==> config.mk <==
export PLATFORM = sky130hd
export DESIGN_NAME = prio_scan_enc
export DESIGN_NICKNAME = d
export VERILOG_FILES = /design/src/rtl/prio_scan_enc.sv
export SDC_FILE = /design/constraint.sdc
export NUM_CORES = 1
export LEC_CHECK = 0
export BUFFER_PORTS_ARGS = -buffer_cell sky130_fd_sc_hd__buf_2
export CAP_MARGIN = 10
export CORE_MARGIN = 2
export CORE_UTILIZATION = 45
export CTS_CLUSTER_DIAMETER = 40
export DETAILED_ROUTE_END_ITERATION = 8
export HOLD_SLACK_MARGIN = 0.15
export PLACE_DENSITY = 0.84
export SYNTH_ARGS = -nofsm -noshare
export SYNTH_HDL_FRONTEND = slang
export SYNTH_SLANG_ARGS = --single-unit
==> constraint.sdc <==
create_clock -name clk -period 3.6 [get_ports clk]
set_input_delay 0.9 -clock clk [delete_from_list [all_inputs] [get_ports clk]]
set_output_delay 0.9 -clock clk [all_outputs]
set_load 0.02 [all_outputs]
==> src/rtl/prio_scan_enc.sv <==
// Sequential priority scanner: latches an N-bit request vector, then emits the
// index of every set bit one per output handshake, in priority order.
// Latency: vector accepted at edge k -> first index valid in cycle k+1, then one
//   index per cycle while out_ready=1; back-to-back reload with no bubble.
// Backpressure: out_ready=0 freezes pending/out_idx/out_last/remain; in_ready is
//   high only when idle or when the last pending bit is being consumed.
// Ports:
//   clk, rst_n            rising-edge clock, asynchronous active-low reset
//   in_valid/in_ready     request vector handshake, in_data = request vector
//   out_valid/out_ready   index handshake, out_idx = current priority index
//   out_last              out_idx is the final pending bit
//   remain                popcount of the pending vector
//   zero_in               one-cycle pulse after an all-zero vector is accepted
//   busy                  pending vector is non-zero
module prio_scan_enc #(
  parameter int N         = 8,
  parameter bit MSB_FIRST = 1'b1,
  localparam int IDX_W    = $clog2(N),
  localparam int CNT_W    = $clog2(N + 1)
) (
  input  logic             clk,
  input  logic             rst_n,
  input  logic             in_valid,
  output logic             in_ready,
  input  logic [N-1:0]     in_data,
  output logic             out_valid,
  input  logic             out_ready,
  output logic [IDX_W-1:0] out_idx,
  output logic             out_last,
  output logic [CNT_W-1:0] remain,
  output logic             zero_in,
  output logic             busy
);

  typedef enum logic {
    IDLE = 1'b0,
    SCAN = 1'b1
  } state_e;

  state_e           state_q, state_d;
  logic [N-1:0]     pending_q, pending_d;
  logic             zero_in_q, zero_in_d;

  logic [IDX_W-1:0] enc_idx;
  logic [CNT_W-1:0] pop_cnt;
  logic [N-1:0]     clr_mask;
  logic             fire_in;
  logic             fire_out;

  // Priority encode and popcount of the pending vector. Iterating in the
  // opposite direction to priority lets the last match win, so no break is
  // needed. An empty vector encodes to 0.
  always_comb begin
    enc_idx = '0;
    if (MSB_FIRST) begin
      for (int i = 0; i < N; i++) begin
        if (pending_q[i]) enc_idx = IDX_W'(i);
      end
    end else begin
      for (int i = N - 1; i >= 0; i--) begin
        if (pending_q[i]) enc_idx = IDX_W'(i);
      end
    end
  end

  always_comb begin
    pop_cnt = '0;
    for (int i = 0; i < N; i++) begin
      pop_cnt = pop_cnt + {{(CNT_W-1){1'b0}}, pending_q[i]};
    end
  end

  // One-hot mask of the bit being consumed; built by comparison so that a
  // non-power-of-two N never indexes past the vector.
  always_comb begin
    clr_mask = '0;
    for (int i = 0; i < N; i++) begin
      if (enc_idx == IDX_W'(i)) clr_mask[i] = 1'b1;
    end
  end

  // Output process
  always_comb begin
    out_valid = (state_q == SCAN);
    busy      = out_valid;
    out_idx   = enc_idx;
    remain    = pop_cnt;
    out_last  = out_valid && (pop_cnt == CNT_W'(1));
    zero_in   = zero_in_q;
    fire_out  = out_valid && out_ready;
    // Accept a new vector while idle, or in the same cycle the last pending
    // bit leaves, so consecutive vectors stream without a bubble.
    in_ready  = (state_q == IDLE) || (out_valid && out_last && out_ready);
    fire_in   = in_valid && in_ready;
  end

  // Next-state process. A load on the last-bit handshake overwrites pending
  // entirely; the bit being consumed is the only one left, so nothing is lost.
  always_comb begin
    pending_d = pending_q;
    if (fire_in) begin
      pending_d = in_data;
    end else if (fire_out) begin
      pending_d = pending_q & ~clr_mask;
    end
    zero_in_d = fire_in && (in_data == '0);
    state_d   = (pending_d != '0) ? SCAN : IDLE;
  end

  // State register
  always_ff @(posedge clk or negedge rst_n) begin
    if (!rst_n) begin
      state_q   <= IDLE;
      pending_q <= '0;
      zero_in_q <= 1'b0;
    end else begin
      state_q   <= state_d;
      pending_q <= pending_d;
      zero_in_q <= zero_in_d;
    end
  end

endmodule

Word-level counts from Yosys, hierarchy flattened:

Index checks and enable logic that the tools add are counted.

* word-level logic and storage cells: 49
* register bits: 10
* input bits: 12
* output and inout bits: 12

* multiplexer cells: 18
* bitwise operators: 3
* eq/ne operators: 8
* reductions and logical operators: 10
* add/sub/neg operators: 7

Operator list (number)
* adder 4 x 1 -> 4 bit: 4
* two-way mux 8 bit: 2
* == test 3 bit (second input constant): 4
* two-way mux 3 bit: 4
* two-way mux 1 bit: 10
* AND 8 bit: 1
* zero test 8 bit: 1
* NOT 8 bit: 1
* nonzero test 8 bit: 1
* == test 3 x 2 -> 1 bit (second input constant): 2
* logical AND 1 bit: 6
* adder 3 x 1 -> 4 bit: 1
* == test 4 x 1 -> 1 bit (second input constant): 1
* two-way mux 2 bit: 2
* adder 2 x 1 -> 3 bit: 1
* == test 3 x 1 -> 1 bit (second input constant): 1
* zero test 3 bit: 1
* adder 1 x 1 -> 2 bit: 1
* logical OR 1 bit: 1
* NOT 1 bit: 1

Logic depth before layout (Yosys ltp):

* depth after elaboration: 16
* depth in mapped cells: 13
* mapped depth without buffers: 12

Worst setup path after synthesis:

OpenSTA, ideal clock, no wires.

* kind: register -> output
* start: reg pending_q[3]
* end: out in_ready
* setup slack: -0.722 ns
* data arrival time: 3.422 ns
* cell stages (with the launch flop): 13
* data required time: 2.700 ns
* buffers on the path: 0
* cell sequence: dfrtp_1 inv_1 fa_1 fa_1 fa_1 inv_1 ha_1 inv_1 fa_1 xnor2_1 nor2_1 nand2_1 o21ai_0

* cells in the longest elaborated chain, start to end: 10

RTL lines
* start, declared: line 41 `logic [N-1:0] pending_q, pending_d;`
* start signal, assigned: line 118 `pending_q <= pending_d;`
* adder 3 x 1 -> 4 bit: line 69 `pop_cnt = pop_cnt + {{(CNT_W-1){1'b0}}, pending_q[i]};`
* adder 4 x 1 -> 4 bit (4 in a row): line 69
* named net remain[2]: line 30 `output logic [CNT_W-1:0] remain,`
* == test 4 x 1 -> 1 bit: line 88 `out_last = out_valid && (pop_cnt == CNT_W'(1));`
* logical AND 1 bit: line 88
* logical AND 1 bit (2 in a row): line 93 `in_ready = (state_q == IDLE) || (out_valid && out_last && out_ready);`
* logical OR 1 bit: line 93
* end, declared: line 24 `output logic in_ready,`

The timed path passes the listed nets, and every way through them passes these cells.

Final worst setup path:

* start: reg pending_q[0]
* end: out in_ready

* cells in the longest elaborated chain, start to end: 12

RTL lines (line)
* adder 1 x 1 -> 2 bit: 69
* adder 2 x 1 -> 3 bit: 69
* adder 3 x 1 -> 4 bit: 69
* adder 4 x 1 -> 4 bit (4 in a row): 69
* == test 4 x 1 -> 1 bit: 88
* logical AND 1 bit: 88
* logical AND 1 bit (2 in a row): 93
* logical OR 1 bit: 93

Every way passes these cells.

==> flow_summary_export.csv <==
group,metric,value,unit
clock_tree,clk_latency,0.27,ns
detailed_routing,drc,0,
timing,slew_headroom,73.4,%
yosys,ys_seq_elements,10,
status,status,"complete, but fails checks",
global_route,antenna_found_initial,0,
worst_setup_path,reg2reg_to,"busy$_DFF_PN0_",
clock_tree,numCtsBuffers,3,
clock_tree,cts_root_buf,"clkbuf_4",
global_route,first_global_vias,777,
worst_setup_path,start_kind,"flip-flop",
run,drv_cap,0,
status,violations,"setup timing",
timing,fin_crit,4.30,ns
detailed_routing,antenna_left,0,
timing,setup_viol,15,
timing,maxSlewViolCount,0,
yosys,syn_nets,107,
global_route,grt_pass1_wl,3260,um
cells_and_area,nFillCells,114,
worst_setup_path,end_kind,"output port",
detailed_routing,first_iter_violations,10,
worst_setup_path,cp.required,2.70,ns
floorplanning,die_width,46.3,um
worst_setup_path,regToRegSetupSlack,-0.42,ns
detailed_routing,vias,816,
worst_setup_path,path_cells,"inv_2 > fa_1 > fa_1 > fa_1 > inv_2 > ha_4 > inv_2 > fa_2 > nand2_2 > nor2_4 > nand2_2 > o21ai_4 > buf_6",
detailed_routing,dr.pass1.iters,4,
yosys,syn-cell-area,803,um2
worst_setup_path,crit_fanout,2,
yosys,netlist_instances,88,
timing,max_clock_freq,233,MHz
timing,fin_crit_sh,119,%
yosys,synth_cell_types,31,
worst_setup_path,startpoint,"pending_q[0]$_DFF_PN0_",
global_route,track_usage,21.7,%
place,hpwl,1590,um
floorplanning,core_area,1710,um2
cells_and_area,drive_above_1_share,62.7,%
worst_setup_path,cp_slowest_stage_delay,0.54,ns
clock_tree,tritoncts,"yes",
timing,finalHoldViolations,0,
floorplanning,die_area,2140,um2
yosys,synth.yosys.warnings,0,
floorplanning,die_y,46.3,um
floorplanning,start_util,47.0,%
timing,clock_skew,0.000674,ns
detailed_routing,wl_per_cell,15.3,um
cells_and_area,num_antenna_cells,0,
yosys,synth_edf_count,0,
floorplanning,rows,15,
clock_tree,cts_max_level,1,
cells_and_area,syn_to_final_growth,70.1,%
worst_setup_path,crit_type,"flip-flop to output port",
detailed_routing,viasPerCell,5.13,
worst_setup_path,r2r_cells,17,
clock_tree,clk_path_buf_depth,2,
place,place_ws,-0.486,ns
timing,worstMarginPinSlew,0.395,ns
worst_setup_path,cp.arrival,3.40,ns
timing,fin_ws,-0.697,ns
clock_tree,cts_sinks,10,
global_route,grt-ovfl-total,0,
yosys,ys.flop_type,"dfrtp_1",
clock_tree,clk_pin_slew_worst_paths,0.06,ns
yosys,synth.avg_cell_area,9.13,um2
yosys,ys_seq_area_share,31.2,%
detailed_routing,drt-total-wl,2430,um
timing,rsz0062_at_grt,"true",
worst_setup_path,reg2reg_from,"pending_q[0]$_DFF_PN0_",
yosys,async_flop_share,100,%
place,port_buffers,23,
worst_setup_path,slowest_stage,"fa_1",
floorplanning,pin_count,24,
global_route,grt_start_max_net_pins,11,
hold_path,hp-class,"input pin to asynchronous set/reset pin",
cells_and_area,finalNetCount,155,
place,gp_congestion,0.834,
worst max-delay path by stage:
stage	slack [ns]	end	depth (start not counted)
after floorplan	-0.33	in_ready	12
after global placement	-0.40	in_ready	13
after detailed placement	-0.49	in_ready	13
after CTS	-0.69	in_ready	13
after global routing	-0.80	in_ready	13
final	-0.70	in_ready	13
stage by stage:
step	TNS [ns]	instance area [um2]	std cells	hold slack [ns]	util (%)
2_1_floorplan	-0.677	843	88	0.562	-
3_3_place_gp	-1.53	1060	145	0.605	61.9
3_5_place_dp	-2.77	1060	145	0.617	61.9
4_1_cts	-4.48	1180	153	0.492	69.0
5_1_grt	-7.43	1370	159	0.504	80.0
6_report	-5.72	1370	159	0.486	80.0
timing repair:
| item | in CTS | in global routing |
|---|---|---|
| resized for setup | 20 | 38 |
| pin swaps | 4 | 9 |
| cloned | 1 | 0 |
| endpoints found under the setup margin | 16 | 16 |
| hold buffers | 0 | 0 |
| setup buffers | 4 | 7 |
| endpoints found under the hold margin | 0 | 0 |
cell usage after synthesis (2+ instances only):
| cell type | number | area share, % |
|---|---|---|
| nor2_1 | 4 | 1.9 |
| inv_1 | 17 | 7.9 |
| fa_1 | 4 | 10 |
| dfrtp_1 | 10 | 31 |
| a21oi_1 | 4 | 2.5 |
| buf_4 | 2 | 1.9 |
| ha_1 | 3 | 4.7 |
| o21ai_0 | 7 | 4.4 |
| o21ai_1 | 2 | 1.2 |
| nand2_1 | 13 | 6.1 |
| mux2_2 | 2 | 2.8 |
flip-flops by register name, summed over array words and instances (netlist names):
register and count:
pending_q 8, busy 1, zero_in 1
layout by cell type, fill, tap and decap left out, types with 5 or more instances in the layout:
master / n
o21ai_0: 5
nand2_1: 5
inv_1: 11
buf_6: 14
nand2_2: 7
inv_2: 6
buf_2: 17
dfrtp_1: 10
buf_4: 14
critical path: cells and delay by family (launching register included):
family / cells / cell delay (ns)
compound gates: 1 / 0.12
simple gates: 3 / 0.25
flops: 1 / 0.36
fa+ha+maj: 5 / 2.10
buf+inv: 4 / 0.30
layer usage:
layer  share of wire [%]  global-route usage [%]  wire length [um]  vias up
met5                   0                       0                 0        -
met4                0.53                    5.71                13        0
met3                 4.1                    3.92                99        2
met2                  57                    41.1              1380       28
met1                  38                    24.4               935      398
li1                    -                       -                 -      388
logic make-up after synthesis:
group                      count (synthesis)  share of synthesized area (%)
AOI/OAI and AO/OA                         19                           17.0
xor gates and xnor gates                   1                           1.09
adders and majority gates                  8                           15.9
buffers and inverters                     19                           9.81
DFF                                       10                           31.2
muxes                                      3                           4.21
and+or+nand+nor                           28                           20.9
final cells by class:
type | instances | area [um2] | share of cell area, %
multi-input cells | 59 | 651 | 47.6
well taps | 25 | 31.3 | 2.29
flip-flops and latches | 10 | 250 | 18.3
inverters | 17 | 63.8 | 4.67
clock buffers | 3 | 22.5 | 1.65
repair buffers | 45 | 348 | 25.5
Power is left out: the tool's default activity adds up to more than one toggle a clock period on the data nets, which glitch-free logic cannot reach.
